<file path="src/rtl/fifo_stream_reader_pkg.sv">
// -----------------------------------------------------------------------------
// fifo_stream_reader_pkg
// Shared constants and helpers for the FIFO read-side stream adapter.
//   OCC_W / SKID_DEPTH : occupancy counter width and skid buffer depth
//   OCC_EMPTY/ONE/FULL : encoded occupancy values
//   credit_ok()        : read-issue credit test used by the top level
// -----------------------------------------------------------------------------
package fifo_stream_reader_pkg;

   localparam int OCC_W      = 2;
   localparam int SKID_DEPTH = 2;

   typedef logic [OCC_W-1:0] occ_t;

   localparam occ_t OCC_EMPTY = 2'd0;
   localparam occ_t OCC_ONE   = 2'd1;
   localparam occ_t OCC_FULL  = 2'd2;

   localparam logic [OCC_W:0] DEPTH_LIM = SKID_DEPTH[OCC_W:0];

   // Words already committed to the buffer after this cycle's pop: buffered
   // plus the one still in flight from the FIFO. A new read may only be
   // issued while that total leaves a free slot for its data.
   function automatic logic credit_ok(input occ_t occ, input logic inflight,
                                      input logic pop);
      logic [OCC_W:0] committed;
      committed = {1'b0, occ} + {{OCC_W{1'b0}}, inflight}
                - {{OCC_W{1'b0}}, pop};
      return committed < DEPTH_LIM;
   endfunction

endpackage

</file>
<file path="src/rtl/fifo_stream_reader_skid_buf2.sv">
// -----------------------------------------------------------------------------
// fifo_stream_reader_skid_buf2
// Two-entry register buffer absorbing the FIFO's 1-cycle read latency.
// slot0 is the head; a pop while full shifts slot1 into slot0, and a push in
// the same cycle lands in the first slot left free after the pop.
// Ports:
//   clk, rst       clock, asynchronous active-low reset
//   clr            synchronous flush (occupancy and slots to zero)
//   push/push_data word returning from the FIFO
//   pop            head word consumed this cycle
//   occ            current occupancy (0..2)
//   head_data      slot0 contents
// -----------------------------------------------------------------------------
module fifo_stream_reader_skid_buf2
   import fifo_stream_reader_pkg::*;
#(
   parameter int WIDTH = 8
) (
   input  logic             clk,
   input  logic             rst,
   input  logic             clr,
   input  logic             push,
   input  logic [WIDTH-1:0] push_data,
   input  logic             pop,
   output occ_t             occ,
   output logic [WIDTH-1:0] head_data
);

   logic [WIDTH-1:0] slot0;
   logic [WIDTH-1:0] slot1;
   logic             pop_eff;
   occ_t             occ_after_pop;
   occ_t             occ_next;

   assign pop_eff       = pop & (occ != OCC_EMPTY);
   assign occ_after_pop = occ - occ_t'(pop_eff);
   assign occ_next      = occ_after_pop + occ_t'(push);

   always_ff @(posedge clk or negedge rst) begin
      if (!rst) begin
         occ   <= OCC_EMPTY;
         slot0 <= '0;
         slot1 <= '0;
      end else if (clr) begin
         occ   <= OCC_EMPTY;
         slot0 <= '0;
         slot1 <= '0;
      end else begin
         // The credit check upstream must never let a third word arrive.
         assert (!(push && (occ_after_pop == OCC_FULL)));
         if (pop_eff && (occ == OCC_FULL)) begin
            slot0 <= slot1;
         end
         if (push) begin
            if (occ_after_pop == OCC_EMPTY) begin
               slot0 <= push_data;
            end else begin
               slot1 <= push_data;
            end
         end
         occ <= occ_next;
      end
   end

   assign head_data = slot0;

endmodule

</file>
<file path="src/rtl/fifo_stream_reader.sv">
// -----------------------------------------------------------------------------
// fifo_stream_reader
// Read-side consumer for an async FIFO read port. Turns the FIFO's
// enable / 1-cycle-latency data / empty interface into a valid/ready stream,
// sustaining one word per cycle through a 2-entry skid buffer with credit
// accounting, without over-reading the FIFO or dropping words.
//
// Optional build macro: FIFO_STREAM_READER_LAST_EN
//   defined   : packet counter drives m_last every PKT_LEN words
//   undefined : m_last tied low, port list unchanged
//
// Ports:
//   clk, rst            read clock, asynchronous active-low reset
//   clr                 synchronous flush of buffer, in-flight read, counters
//   fifo_en             FIFO read enable (combinational, gated by rst/clr)
//   fifo_dout           FIFO read data, valid the cycle after fifo_en
//   fifo_empty          FIFO empty flag
//   fifo_almost_empty   FIFO almost-empty flag, registered to low_water
//   m_valid/m_ready     stream handshake
//   m_data              stream data (buffer head)
//   m_last              last word of packet
//   rd_count            words accepted on the stream, wrapping
//   low_water           registered fifo_almost_empty
// -----------------------------------------------------------------------------
module fifo_stream_reader
   import fifo_stream_reader_pkg::*;
#(
   parameter int WIDTH   = 8,
   parameter int CNT_W   = 16,
   parameter int PKT_LEN = 16
) (
   input  logic             clk,
   input  logic             rst,
   input  logic             clr,
   output logic             fifo_en,
   input  logic [WIDTH-1:0] fifo_dout,
   input  logic             fifo_empty,
   input  logic             fifo_almost_empty,
   output logic             m_valid,
   input  logic             m_ready,
   output logic [WIDTH-1:0] m_data,
   output logic             m_last,
   output logic [CNT_W-1:0] rd_count,
   output logic             low_water
);

   localparam logic [CNT_W-1:0] CNT_ONE = {{(CNT_W-1){1'b0}}, 1'b1};

   if ((PKT_LEN < 1) || (PKT_LEN > (2**CNT_W) - 1)) begin : g_bad_pkt_len
      $error("fifo_stream_reader: PKT_LEN out of range for CNT_W");
   end

   occ_t             occ;
   logic             inflight;
   logic             pop;
   logic             push;
   logic [WIDTH-1:0] head_data;

   assign pop = m_valid & m_ready;

   // Reset gates the strobe directly so the FIFO is never read while the
   // buffer state is being held in reset.
   assign fifo_en = rst & ~fifo_empty & ~clr & credit_ok(occ, inflight, pop);

   // A word returning during clr belongs to a read issued before the flush
   // and is dropped.
   assign push = inflight & ~clr;

   fifo_stream_reader_skid_buf2 #(
      .WIDTH (WIDTH)
   ) u_skid (
      .clk       (clk),
      .rst       (rst),
      .clr       (clr),
      .push      (push),
      .push_data (fifo_dout),
      .pop       (pop),
      .occ       (occ),
      .head_data (head_data)
   );

   assign m_valid = (occ != OCC_EMPTY);
   assign m_data  = head_data;

   always_ff @(posedge clk or negedge rst) begin
      if (!rst) begin
         inflight  <= 1'b0;
         rd_count  <= '0;
         low_water <= 1'b0;
      end else begin
         low_water <= fifo_almost_empty;
         if (clr) begin
            inflight <= 1'b0;
            rd_count <= '0;
         end else begin
            inflight <= fifo_en;
            if (pop) begin
               rd_count <= rd_count + CNT_ONE;
            end
         end
      end
   end

`ifdef FIFO_STREAM_READER_LAST_EN
   localparam logic [CNT_W-1:0] PKT_END = CNT_W'(PKT_LEN - 1);

   logic [CNT_W-1:0] pkt_cnt;

   always_ff @(posedge clk or negedge rst) begin
      if (!rst) begin
         pkt_cnt <= '0;
      end else if (clr) begin
         pkt_cnt <= '0;
      end else if (pop) begin
         pkt_cnt <= m_last ? '0 : pkt_cnt + CNT_ONE;
      end
   end

   assign m_last = m_valid & (pkt_cnt == PKT_END);
`else
   assign m_last = 1'b0;
`endif

endmodule
</file>
<file path="config.mk">
export PLATFORM = sky130hd
export DESIGN_NAME = fifo_stream_reader
export DESIGN_NICKNAME = d
export VERILOG_FILES = /design/src/rtl/fifo_stream_reader_pkg.sv /design/src/rtl/fifo_stream_reader_skid_buf2.sv /design/src/rtl/fifo_stream_reader.sv
export SDC_FILE = /design/constraint.sdc
export NUM_CORES = 1
export LEC_CHECK = 0
export ABC_AREA = 1
export BUFFER_PORTS_ARGS = -buffer_cell sky130_fd_sc_hd__buf_4
export CAP_MARGIN = 0
export CELL_PAD_IN_SITES_DETAIL_PLACEMENT = 2
export CELL_PAD_IN_SITES_GLOBAL_PLACEMENT = 2
export CORE_ASPECT_RATIO = 0.7
export CORE_MARGIN = 10
export CORE_UTILIZATION = 30
export CTS_BUF_LIST = sky130_fd_sc_hd__clkbuf_8 sky130_fd_sc_hd__clkbuf_16
export DETAILED_ROUTE_END_ITERATION = 10
export GPL_ROUTABILITY_DRIVEN = 1
export GPL_TIMING_DRIVEN = 1
export PLACE_DENSITY_LB_ADDON = 0.1
export SYNTH_ARGS = -nofsm -noshare
export SYNTH_HDL_FRONTEND = slang
export SYNTH_SLANG_ARGS = --single-unit
export TNS_END_PERCENT = 50
</file>
<file path="constraint.sdc">
create_clock -name clk -period 3.05 [get_ports clk]
set_input_delay 0.4575 -clock clk [delete_from_list [all_inputs] [get_ports clk]]
set_output_delay 0.4575 -clock clk [all_outputs]
set_load 0.005 [all_outputs]
</file>
**Yosys cells after proc, flatten, opt, wreduce, memory -nomap -nowiden**

Cells that the tools add are included.

- Add/subtract/negate cells: 5
- Order comparisons: 1
- Eq/ne operators: 2
- Multiplexer cells: 11
- Bitwise logic cells: 8
- Reduce and logical (&&, ||, !) cells: 6

Operator list:

| kind | count |
|---|---|
| 2-to-1 mux 8 bit | 7 |
| 2-to-1 mux 16 bit | 2 |
| adder 16 x 1 -> 16 bit (second input constant) | 1 |
| AND 1 bit | 6 |
| nonzero test 2 bit | 3 |
| adder 2 x 1 -> 3 bit | 1 |
| < comparator 3 x 2 -> 1 bit (second input constant) | 1 |
| subtractor 3 x 1 -> 3 bit | 1 |
| adder 2 x 1 -> 2 bit | 1 |
| equality test 2 bit (second input constant) | 1 |
| logical NOT 2 bit | 1 |
| 2-to-1 mux 2 bit | 1 |
| != test 2 bit (second input constant) | 1 |
| inverter 1 bit | 2 |
| AND reduction 2 bit | 1 |
| subtractor 2 x 1 -> 2 bit | 1 |
| logical AND 1 bit | 1 |
| 2-to-1 mux 1 bit | 1 |

- Register bits: 36
- Output and inout bits: 28
- Logic and storage cells: 39

**Longest topological paths before layout**

Gate-level depths: netlist of the first run.

- Word-level depth: 8
- Gate-level depth with buffers: 11
- Mapped depth without buffers: 9

**By module**

From an unflattened synthesis of the first run, not the netlist that was laid out.

- Cells, all modules: 269
- Area total of the unflattened synthesis: 2010.7 um2

Modules (own cells, without submodules):

| module | instances | cells an instance | area each (um2) | seq. area each (um2) |
|---|---|---|---|---|
| fifo_stream_reader | 1 | 148 | 1081.0 | 450.4 |
| fifo_stream_reader_skid_buf2 | 1 | 121 | 929.6 | 450.4 |

**Worst setup path after synthesis of the first run**

OpenSTA, ideal clock, no wires.

- Path kind: flip-flop to output port
- Start point: reg u_skid.occ[1]
- End point: out fifo_en
- Data arrival time: 2.000 ns
- Path slack: 0.593 ns
- Cell stages (with the launch flop): 10
- Buffers on the path: 1
- Path through: dfrtp_1 > nor2_2 > nor2_4 > buf_6 > ha_1 > inv_1 > nand2_1 > fa_1 > nand2_1 > nor4_1

- Longest elaborated chain between the ends: 5

Ends and longest elaborated chain:

| item | line | source |
|---|---|---|
| from (decl) | fifo_stream_reader_skid_buf2.sv:25 | `output occ_t occ,` |
| from (signal assigned) | fifo_stream_reader_skid_buf2.sv:61 | `occ <= occ_next;` |
| branches (longest 2 deep; another with adder 2 x 1 -> 3 bit) | - |  |
| subtractor 3 x 1 -> 3 bit * | fifo_stream_reader_pkg.sv:28 | `- {{OCC_W{1'b0}}, pop};` |
| < comparator 3 x 2 -> 1 bit * | fifo_stream_reader_pkg.sv:29 | `return committed < DEPTH_LIM;` |
| AND 1 bit * | fifo_stream_reader.sv:63 | `assign fifo_en = rst & ~fifo_empty & ~clr & credit_ok(occ, inflight, pop);` |
| to (decl) | fifo_stream_reader.sv:35 | `output logic fifo_en,` |

Every way passes the cells marked *.

**Final worst setup path of the first run**

Same ends and word-level chain as after synthesis.

==> metrics.txt, run 1 <==
# TYPE chip_impl_metric gauge
chip_impl_info{name="outcome",value="completed"} 1
chip_impl_metric{name="placed_cell_area",unit="µm²"} 2230
chip_impl_metric{name="synth.yosys.warnings",unit=""} 0
chip_impl_metric{name="timing.clock.skew",unit="ns"} 0.00726
chip_impl_metric{name="initial_utilization",unit="%"} 31.6
chip_impl_info{name="critical_path.top_delay_family",value="adder cells"} 1
chip_impl_metric{name="numCtsBuffers",unit=""} 5
chip_impl_info{name="synthDominantAreaCellType",value="sky130_fd_sc_hd__dfrtp_1"} 1
chip_impl_metric{name="insertion_delay",unit="ns"} 0.29
chip_impl_metric{name="num_vias",unit=""} 1707
chip_impl_info{name="crit_path_cell_trace",value="nor2_2, nor2_4, ha_1, inv_1, nand2_1, fa_1, nand2_1, nor4_2, buf_4"} 1
chip_impl_metric{name="finalSetupViolations",unit=""} 0
chip_impl_metric{name="critical_path_peak_fanout",unit=""} 5
chip_impl_metric{name="drc_violations",unit=""} 0
chip_impl_info{name="mostFrequentLayoutCell",value="sky130_fd_sc_hd__buf_4"} 1
chip_impl_metric{name="finalNonFillerCells",unit=""} 347
chip_impl_metric{name="cts_htree_levels",unit=""} 2
chip_impl_metric{name="p_leak",unit="µW"} 0.00110
chip_impl_metric{name="ys_types",unit=""} 28
chip_impl_metric{name="fp.dieH",unit="µm"} 85.6
chip_impl_metric{name="p_per_cell_area",unit="nW/µm²"} 553
chip_impl_info{name="cts_tree",value="yes"} 1
chip_impl_metric{name="wirelength",unit="µm"} 5970
chip_impl_metric{name="global_route.usage.total",unit="%"} 12.7
chip_impl_metric{name="syn-mean-instance-area",unit="µm²"} 8.09
chip_impl_metric{name="proportion_of_synthesized_chip_area_in_sequential_cells",unit="%"} 48.8
chip_impl_metric{name="grt_start_max_net_pins",unit=""} 37
chip_impl_metric{name="i_o_pin_total",unit=""} 42
chip_impl_metric{name="post_drt_wl_per_cell",unit="µm"} 17.2
chip_impl_info{name="grt_setup_unrepaired",value="false"} 1
chip_impl_metric{name="max-cap-violations",unit=""} 0
chip_impl_metric{name="final_period_minus_worst_setup_slack",unit="ns"} 2.85
chip_impl_metric{name="diodes",unit=""} 0
chip_impl_metric{name="critical_path_required",unit="ns"} 2.59
chip_impl_metric{name="grt_remaining_overflow",unit=""} 0
chip_impl_info{name="path_type_of_the_worst_min_delay_path",value="in2async"} 1
chip_impl_metric{name="detail_route.vias_per_cell",unit=""} 4.92
chip_impl_metric{name="first_pass_iters",unit=""} 4
chip_impl_metric{name="placedCellCount",unit=""} 340
chip_impl_info{name="critical_path.startpoint_type",value="flip-flop"} 1
chip_impl_metric{name="final-max-slew-violation-count",unit=""} 0
chip_impl_metric{name="placement_rows",unit=""} 23
chip_impl_info{name="cpMaxStageDelayCell",value="sky130_fd_sc_hd__fa_1"} 1
chip_impl_info{name="layout.cells.most_common_list",value="sky130_fd_sc_hd__buf_4 (44), sky130_fd_sc_hd__dfrtp_1 (36), sky130_fd_sc_hd__nor2_1 (33)"} 1
chip_impl_metric{name="hpwl",unit="µm"} 4450
chip_impl_info{name="synth_area_leaders",value="sky130_fd_sc_hd__dfrtp_1 (49%), sky130_fd_sc_hd__a21oi_1 (8.1%), sky130_fd_sc_hd__nor2_1 (6.7%)"} 1
chip_impl_metric{name="cp_slowest_stage_delay",unit="ns"} 0.48
chip_impl_metric{name="cp.buffers_inverters",unit=""} 2
chip_impl_metric{name="ys_ff_latch",unit=""} 36
chip_impl_metric{name="cts_max_path_buffers",unit=""} 2
chip_impl_metric{name="fin_tns_setup",unit="ns"} 0
chip_impl_metric{name="first_pass_grt_wire_length",unit="µm"} 9990
chip_impl_metric{name="number_of_antenna_violations_at_the_first_check_in_global_routing",unit=""} 0
chip_impl_info{name="cp-end-kind",value="primary output"} 1
chip_impl_metric{name="mappedNetlistNets",unit=""} 247
chip_impl_metric{name="ant_nets",unit=""} 0
chip_impl_metric{name="synthesis.area",unit="µm²"} 1850
chip_impl_info{name="root_buffer",value="sky130_fd_sc_hd__clkbuf_8"} 1
chip_impl_info{name="crit_path_frequent_cell",value="sky130_fd_sc_hd__nand2_1"} 1
chip_impl_metric{name="max_slew_margin",unit="%"} 57.9
chip_impl_metric{name="clock_edge_transition_at_the_registers_on_the_reported_setup_and_hold_paths",unit="ns"} 0.08
chip_impl_metric{name="irDropWorstVdd",unit="mV"} 0.225
chip_impl_metric{name="clock-sinks",unit=""} 36
chip_impl_metric{name="cts_hold_buffers",unit=""} 0
chip_impl_metric{name="timing_hold_violations_final",unit=""} 0
chip_impl_metric{name="design.core.area",unit="µm²"} 5840
chip_impl_metric{name="drive_above_1_share",unit="%"} 22.1
chip_impl_metric{name="gp_congestion",unit=""} 0.744
chip_impl_metric{name="yosysTopAreaCellShare",unit="%"} 48.8
chip_impl_metric{name="synthesis.instances",unit=""} 228
chip_impl_metric{name="finished_layout_cell_area",unit="µm²"} 2310
chip_impl_metric{name="dr.first_iter.drc_count",unit=""} 54
chip_impl_metric{name="achievable-frequency",unit="MHz"} 351
chip_impl_metric{name="via_count_of_the_first_global_routing_pass",unit=""} 1928
chip_impl_metric{name="die_width",unit="µm"} 114
chip_impl_metric{name="power",unit="µW"} 1280
chip_impl_metric{name="fin_crit_sh",unit="%"} 93.4
chip_impl_metric{name="crit_path_arrival_time",unit="ns"} 2.39
chip_impl_metric{name="area_delta_synth_final",unit="%"} 25.2
chip_impl_metric{name="layout.nets",unit=""} 291
chip_impl_info{name="worstSetupPathType",value="reg2out"} 1
chip_impl_metric{name="timing_worst_slew_pin_value",unit="ns"} 0.629
chip_impl_metric{name="die_area",unit="µm²"} 9740
chip_impl_metric{name="io_port_bufs",unit=""} 40
## layout make-up
cell class,instances,area (µm²)
inverters,30,113
repair buffers,44,330
multi-input cells,155,796
clock inverters,2,8.76
flip-flops and latches,36,901
well taps,75,93.8
clock buffers,5,68.8
fillers,707,3530
## worst reg2reg max path, stage by stage, from the launching register on
cell	delay, ns
sky130_fd_sc_hd__dfrtp_1	0.47
sky130_fd_sc_hd__nor2_2	0.21
sky130_fd_sc_hd__nor2_4	0.05
sky130_fd_sc_hd__ha_1	0.21
sky130_fd_sc_hd__inv_1	0.07
sky130_fd_sc_hd__ha_1	0.25
sky130_fd_sc_hd__nor2_1	0.18
sky130_fd_sc_hd__nand2_1	0.34
sky130_fd_sc_hd__o21ai_0	0.31
sky130_fd_sc_hd__a21oi_1	0.07
## cell families after synthesis
family / count (synthesis) / synth area share (%)
compound gates: 53 / 14.7
xor+xnor: 2 / 0.949
fa+ha+maj: 5 / 3.80
buf+inv: 37 / 8.41
flops: 36 / 48.8
other cells: 1 / 0.203
simple gates: 94 / 23.1
## state kept, by name, summed over array words and instances, names as in the netlist
| register | count |
|---|---|
| u_skid.head_data | 8 |
| u_skid.occ | 2 |
| low_water | 1 |
| rd_count | 16 |
| inflight | 1 |
| u_skid.slot1 | 8 |
## per-layer routing
metal	wire, µm	share of wire [%]	GRT usage, %
met4	33	0.55	2.76
met5	0	0	0
met2	2740	46	20.7
met1	2930	49	16.3
met3	255	4.3	3.62
## synth_stat cells
cell / n
sky130_fd_sc_hd__dfrtp_1: 36
sky130_fd_sc_hd__nor2_1: 33
sky130_fd_sc_hd__a21oi_1: 30
sky130_fd_sc_hd__nand2_1: 30
sky130_fd_sc_hd__inv_1: 29
sky130_fd_sc_hd__o21ai_0: 22
sky130_fd_sc_hd__nand3_1: 18
sky130_fd_sc_hd__ha_1: 4
sky130_fd_sc_hd__clkbuf_1: 3
sky130_fd_sc_hd__buf_4: 2
sky130_fd_sc_hd__nor2_2: 2
sky130_fd_sc_hd__nor2_4: 2
sky130_fd_sc_hd__nor4_1: 2
sky130_fd_sc_hd__and2_1: 1
sky130_fd_sc_hd__buf_2: 1
sky130_fd_sc_hd__buf_6: 1
sky130_fd_sc_hd__conb_1: 1
sky130_fd_sc_hd__fa_1: 1
sky130_fd_sc_hd__inv_2: 1
sky130_fd_sc_hd__nand2_2: 1
sky130_fd_sc_hd__nand2_4: 1
sky130_fd_sc_hd__nand3_2: 1
sky130_fd_sc_hd__nand4_1: 1
sky130_fd_sc_hd__nor3_1: 1
sky130_fd_sc_hd__nor3b_1: 1
sky130_fd_sc_hd__o21bai_2: 1
sky130_fd_sc_hd__xnor2_1: 1
sky130_fd_sc_hd__xor2_1: 1
## report_power, final
| group | total (µW) | internal, µW | switching (µW) | leakage, µW |
|---|---|---|---|---|
| Sequential | 562 | 525 | 37.1 | 0.000498 |
| Clock | 329 | 152 | 176 | 0.0000452 |
| Combinational | 388 | 154 | 234 | 0.000556 |
| Total | 1280 | 830 | 448 | 0.00110 |
## what timing repair did
item | 4_1_cts | 5_1_grt
setup endpoints to repair | 0 | 1
setup buffers | 0 | 0
gates resized for setup | 0 | 1
## final timing paths
| path | from | endpoint | slack, ns | depth (start not counted) |
|---|---|---|---|---|
| worst min-delay path | rst | u_skid.head_data[5] | 0.26 | 2 |
| worst max-delay path | u_skid.occ[1] | fifo_en | 0.20 | 9 |
| worst max register to register | u_skid.occ[1] | u_skid.head_data[3] | 0.77 | 9 |
| worst min register to register | u_skid.slot1[0] | u_skid.slot1[0] | 0.55 | 2 |
| min in group clk | fifo_almost_empty | low_water | 0.27 | 1 |
| max in group asynchronous | rst | inflight | 2.43 | 2 |
## through the flow
stage                     utilization (%)  worst slack [ns]  hold slack, ns
after floorplan                         -             0.593           0.162
after detailed placement             38.1             0.434           0.534
after global placement               38.1             0.539           0.526
final                                39.6             0.202           0.255
after global routing                 39.6           0.00326           0.258
after CTS                            39.5             0.117           0.260
Note: power is estimated with default switching activity, not from simulation.
==> inputs of run 2 (changes only) <==
ABC_AREA = unset   (was 1)
CORE_MARGIN = unset   (was 10)
==> run 2 against run 1 <==
Via count decreased by 14%. Register-to-register slack improved by 0.02 ns. Synthesized cell count decreased by 25%. Routed wire length decreased by 15%. Non-clock buffer count decreased by 1. Sequential power about the same. First-iteration DRC count decreased by 39%. Clock power increased by 11%. Maximum frequency decreased by 2.2%.
==> metrics.txt, run 2 <==
# TYPE chip_impl_metric gauge
chip_impl_metric{name="timing_hold_violations_final",unit=""} 0
chip_impl_metric{name="insertion_delay",unit="ns"} 0.30
chip_impl_metric{name="cp_slowest_stage_delay",unit="ns"} 0.48
chip_impl_info{name="yosys-top-cells-count",value="sky130_fd_sc_hd__dfrtp_1 (36), sky130_fd_sc_hd__nor2_1 (28), sky130_fd_sc_hd__mux2i_1 (17)"} 1
chip_impl_info{name="layout.cells.most_common_list",value="sky130_fd_sc_hd__buf_4 (43), sky130_fd_sc_hd__dfrtp_1 (36), sky130_fd_sc_hd__nor2_1 (28), sky130_fd_sc_hd__mux2i_1 (17)"} 1
chip_impl_metric{name="post_drt_wl_per_cell",unit="µm"} 17.4
chip_impl_info{name="synthDominantAreaCellType",value="sky130_fd_sc_hd__dfrtp_1"} 1
chip_impl_metric{name="met3WireLength",unit="µm"} 214
chip_impl_metric{name="final_period_minus_worst_setup_slack",unit="ns"} 2.91
chip_impl_metric{name="largest_reg_flops",unit=""} 16
chip_impl_metric{name="grt_start_max_net_pins",unit=""} 38
chip_impl_metric{name="max-cap-violations",unit=""} 0
chip_impl_metric{name="mappedNetlistNets",unit=""} 191
chip_impl_metric{name="design.core.area",unit="µm²"} 5730
chip_impl_metric{name="grt_remaining_overflow",unit=""} 0
chip_impl_metric{name="placement_rows",unit=""} 23
chip_impl_metric{name="gp_congestion",unit=""} 0.728
chip_impl_metric{name="finalSetupViolations",unit=""} 0
chip_impl_metric{name="utilization",unit="%"} 39.5
chip_impl_metric{name="final-max-slew-violation-count",unit=""} 0
chip_impl_metric{name="synth.yosys.warnings",unit=""} 0
chip_impl_metric{name="clock_edge_transition_at_the_registers_on_the_reported_setup_and_hold_paths",unit="ns"} 0.08
chip_impl_info{name="worstSetupPathType",value="reg2out"} 1
chip_impl_metric{name="fin_tns_setup",unit="ns"} 0
chip_impl_info{name="synth_area_leaders",value="sky130_fd_sc_hd__dfrtp_1 (51%), sky130_fd_sc_hd__mux2i_1 (9.6%), sky130_fd_sc_hd__nor2_1 (5.9%)"} 1
chip_impl_info{name="root_buffer",value="sky130_fd_sc_hd__clkbuf_8"} 1
chip_impl_metric{name="p_per_cell_area",unit="nW/µm²"} 572
chip_impl_info{name="crit_path_frequent_cell",value="sky130_fd_sc_hd__nand2_1"} 1
chip_impl_info{name="crit_path_cell_trace",value="o21a_2, ha_1, inv_1, nand2_1, fa_1, nand2_1, nor4_2, buf_4"} 1
chip_impl_metric{name="achievable-frequency",unit="MHz"} 344
chip_impl_info{name="highest_layer",value="met4"} 1
chip_impl_metric{name="ys_types",unit=""} 32
chip_impl_metric{name="crit_path_arrival_time",unit="ns"} 2.45
chip_impl_metric{name="area_delta_synth_final",unit="%"} 27.4
chip_impl_info{name="critical_path.startpoint_type",value="flip-flop"} 1
chip_impl_info{name="grt_setup_unrepaired",value="false"} 1
chip_impl_metric{name="final.hold.worst_slack",unit="ns"} 0.104
chip_impl_info{name="mostFrequentLayoutCell",value="sky130_fd_sc_hd__buf_4"} 1
chip_impl_metric{name="drive_above_1_share",unit="%"} 26.4
chip_impl_metric{name="max_slew_margin",unit="%"} 58.0
chip_impl_metric{name="synth-edff-count",unit=""} 0
chip_impl_metric{name="irDropWorstVdd",unit="mV"} 0.222
chip_impl_metric{name="critical_path_peak_fanout",unit=""} 5
chip_impl_metric{name="die_area",unit="µm²"} 6240
chip_impl_metric{name="ys_ff_latch",unit=""} 36
chip_impl_metric{name="ant_nets",unit=""} 0
chip_impl_metric{name="syn-mean-instance-area",unit="µm²"} 10.3
chip_impl_metric{name="timing_worst_slew_pin_value",unit="ns"} 0.628
chip_impl_info{name="top_reg_by_flops",value="rd_count"} 1
chip_impl_metric{name="via_count_of_the_first_global_routing_pass",unit=""} 1615
chip_impl_metric{name="synthesis.area",unit="µm²"} 1780
chip_impl_metric{name="num_vias",unit=""} 1471
chip_impl_metric{name="die_width",unit="µm"} 94.0
chip_impl_metric{name="yosysTopAreaCellShare",unit="%"} 50.7
chip_impl_metric{name="critical_path_required",unit="ns"} 2.59
chip_impl_metric{name="cts_htree_levels",unit=""} 2
chip_impl_metric{name="route.met2.wl",unit="µm"} 2440
chip_impl_metric{name="initial_utilization",unit="%"} 31.0
chip_impl_info{name="cpMaxStageDelayCell",value="sky130_fd_sc_hd__fa_1"} 1
chip_impl_metric{name="hpwl",unit="µm"} 3630
chip_impl_metric{name="layout.nets",unit=""} 234
chip_impl_metric{name="dr.first_iter.drc_count",unit=""} 33
chip_impl_info{name="path_type_of_the_worst_min_delay_path",value="in2async"} 1
chip_impl_metric{name="cts_max_path_buffers",unit=""} 2
chip_impl_metric{name="global_route.usage.total",unit="%"} 17.9
chip_impl_metric{name="fraction_of_registers_with_async_set_reset",unit="%"} 100
chip_impl_metric{name="i_o_pin_total",unit=""} 42
chip_impl_info{name="cp-end-kind",value="primary output"} 1
chip_impl_metric{name="proportion_of_synthesized_chip_area_in_sequential_cells",unit="%"} 50.7
chip_impl_metric{name="p_leak",unit="µW"} 0.00113
chip_impl_metric{name="numCtsBuffers",unit=""} 5
chip_impl_metric{name="drc_violations",unit=""} 0
chip_impl_metric{name="clock-sinks",unit=""} 36
chip_impl_info{name="critical_path.top_delay_family",value="adder cells"} 1
chip_impl_metric{name="detail_route.vias_per_cell",unit=""} 5.05
chip_impl_metric{name="m1WireLength",unit="µm"} 2340
chip_impl_info{name="synth_ff_type",value="sky130_fd_sc_hd__dfrtp_1"} 1
chip_impl_metric{name="cts_hold_buffers",unit=""} 0
chip_impl_metric{name="number_of_antenna_violations_at_the_first_check_in_global_routing",unit=""} 0
chip_impl_metric{name="first_pass_iters",unit=""} 4
chip_impl_metric{name="io_port_bufs",unit=""} 40
chip_impl_metric{name="diodes",unit=""} 0
chip_impl_metric{name="fin_crit_sh",unit="%"} 95.4
chip_impl_info{name="cts_tree",value="yes"} 1
chip_impl_info{name="outcome",value="completed"} 1
chip_impl_metric{name="synthesis.instances",unit=""} 172
chip_impl_metric{name="cp.buffers_inverters",unit=""} 2
chip_impl_metric{name="timing.clock.skew",unit="ns"} 0.0121
chip_impl_info{name="post-synth-top-count-cell",value="sky130_fd_sc_hd__dfrtp_1"} 1
chip_impl_metric{name="fp.dieH",unit="µm"} 66.4
chip_impl_metric{name="wirelength",unit="µm"} 5070
chip_impl_metric{name="first_pass_grt_wire_length",unit="µm"} 8160
## run 2: cells by family (layout without fill, tap and decap cells)
group           Yosys count  in the layout  synth area share, %
mux                      17             17                 9.58
simple gates             63             63                 18.0
flops                    36             36                 50.7
xor+xnor                 12             12                 5.92
buf+inv                  15             59                 3.38
fa+ha+maj                 5              5                 3.94
compound gates           23             23                 8.24
other cells               1              1                0.211
## run 2: final cells by class
class | instances | area [µm²]
clock buffers | 6 | 82.6
clock inverters | 2 | 10.0
fillers | 634 | 3460
inverters | 8 | 30.0
multi-input cells | 121 | 823
flip-flops and latches | 36 | 901
well taps | 75 | 93.8
repair buffers | 43 | 323
## run 2: worst reg2reg max path: stages (launching register included)
cell and delay [ns]:
sky130_fd_sc_hd__dfrtp_1 0.41, sky130_fd_sc_hd__buf_4 0.16, sky130_fd_sc_hd__inv_1 0.08, sky130_fd_sc_hd__ha_1 0.21, sky130_fd_sc_hd__inv_1 0.06, sky130_fd_sc_hd__ha_1 0.32, sky130_fd_sc_hd__nand3b_1 0.52, sky130_fd_sc_hd__a211oi_1 0.40
## run 2: final timing paths
| path | from | endpoint | slack (ns) | depth (start not counted) |
|---|---|---|---|---|
| max | u_skid.occ[0] | fifo_en | 0.14 | 8 |
| min | rst | rd_count[15] | 0.10 | 1 |
| max reg2reg | u_skid.occ[0] | u_skid.head_data[0] | 0.79 | 7 |
| min reg2reg | u_skid.slot1[7] | u_skid.slot1[7] | 0.54 | 2 |
| max in group asynchronous | rst | u_skid.head_data[4] | 2.58 | 1 |
| min in group clk | fifo_almost_empty | low_water | 0.26 | 1 |
## run 2: timing repair
item	in CTS	in global routing
endpoints found under the setup margin	0	1
resized for setup	0	2
buffers inserted	0	1
## run 2: per-layer routing
layer | track usage [%] | up-vias
li1 | - | 681
met1 | 22.4 | 754
met2 | 29.7 | 29
met3 | 4.48 | 7
met4 | 6.73 | 0
met5 | 0 | -
## run 2: metrics by stage
stage | worst slack, ns | total power [µW] | cell area, µm² | std cells
after floorplan | 0.548 | 777 | 1780 | 172
after global placement | 0.422 | 901 | 2160 | 282
after detailed placement | 0.270 | 932 | 2160 | 282
after CTS | 0.0435 | 1310 | 2250 | 290
after global routing | 0.0140 | 1380 | 2260 | 291
final | 0.139 | 1300 | 2260 | 291
## run 2: power breakdown
part | switching (µW) | internal [µW]
registers | 38.3 | 523
logic | 194 | 174
clock network | 185 | 181
total | 418 | 877
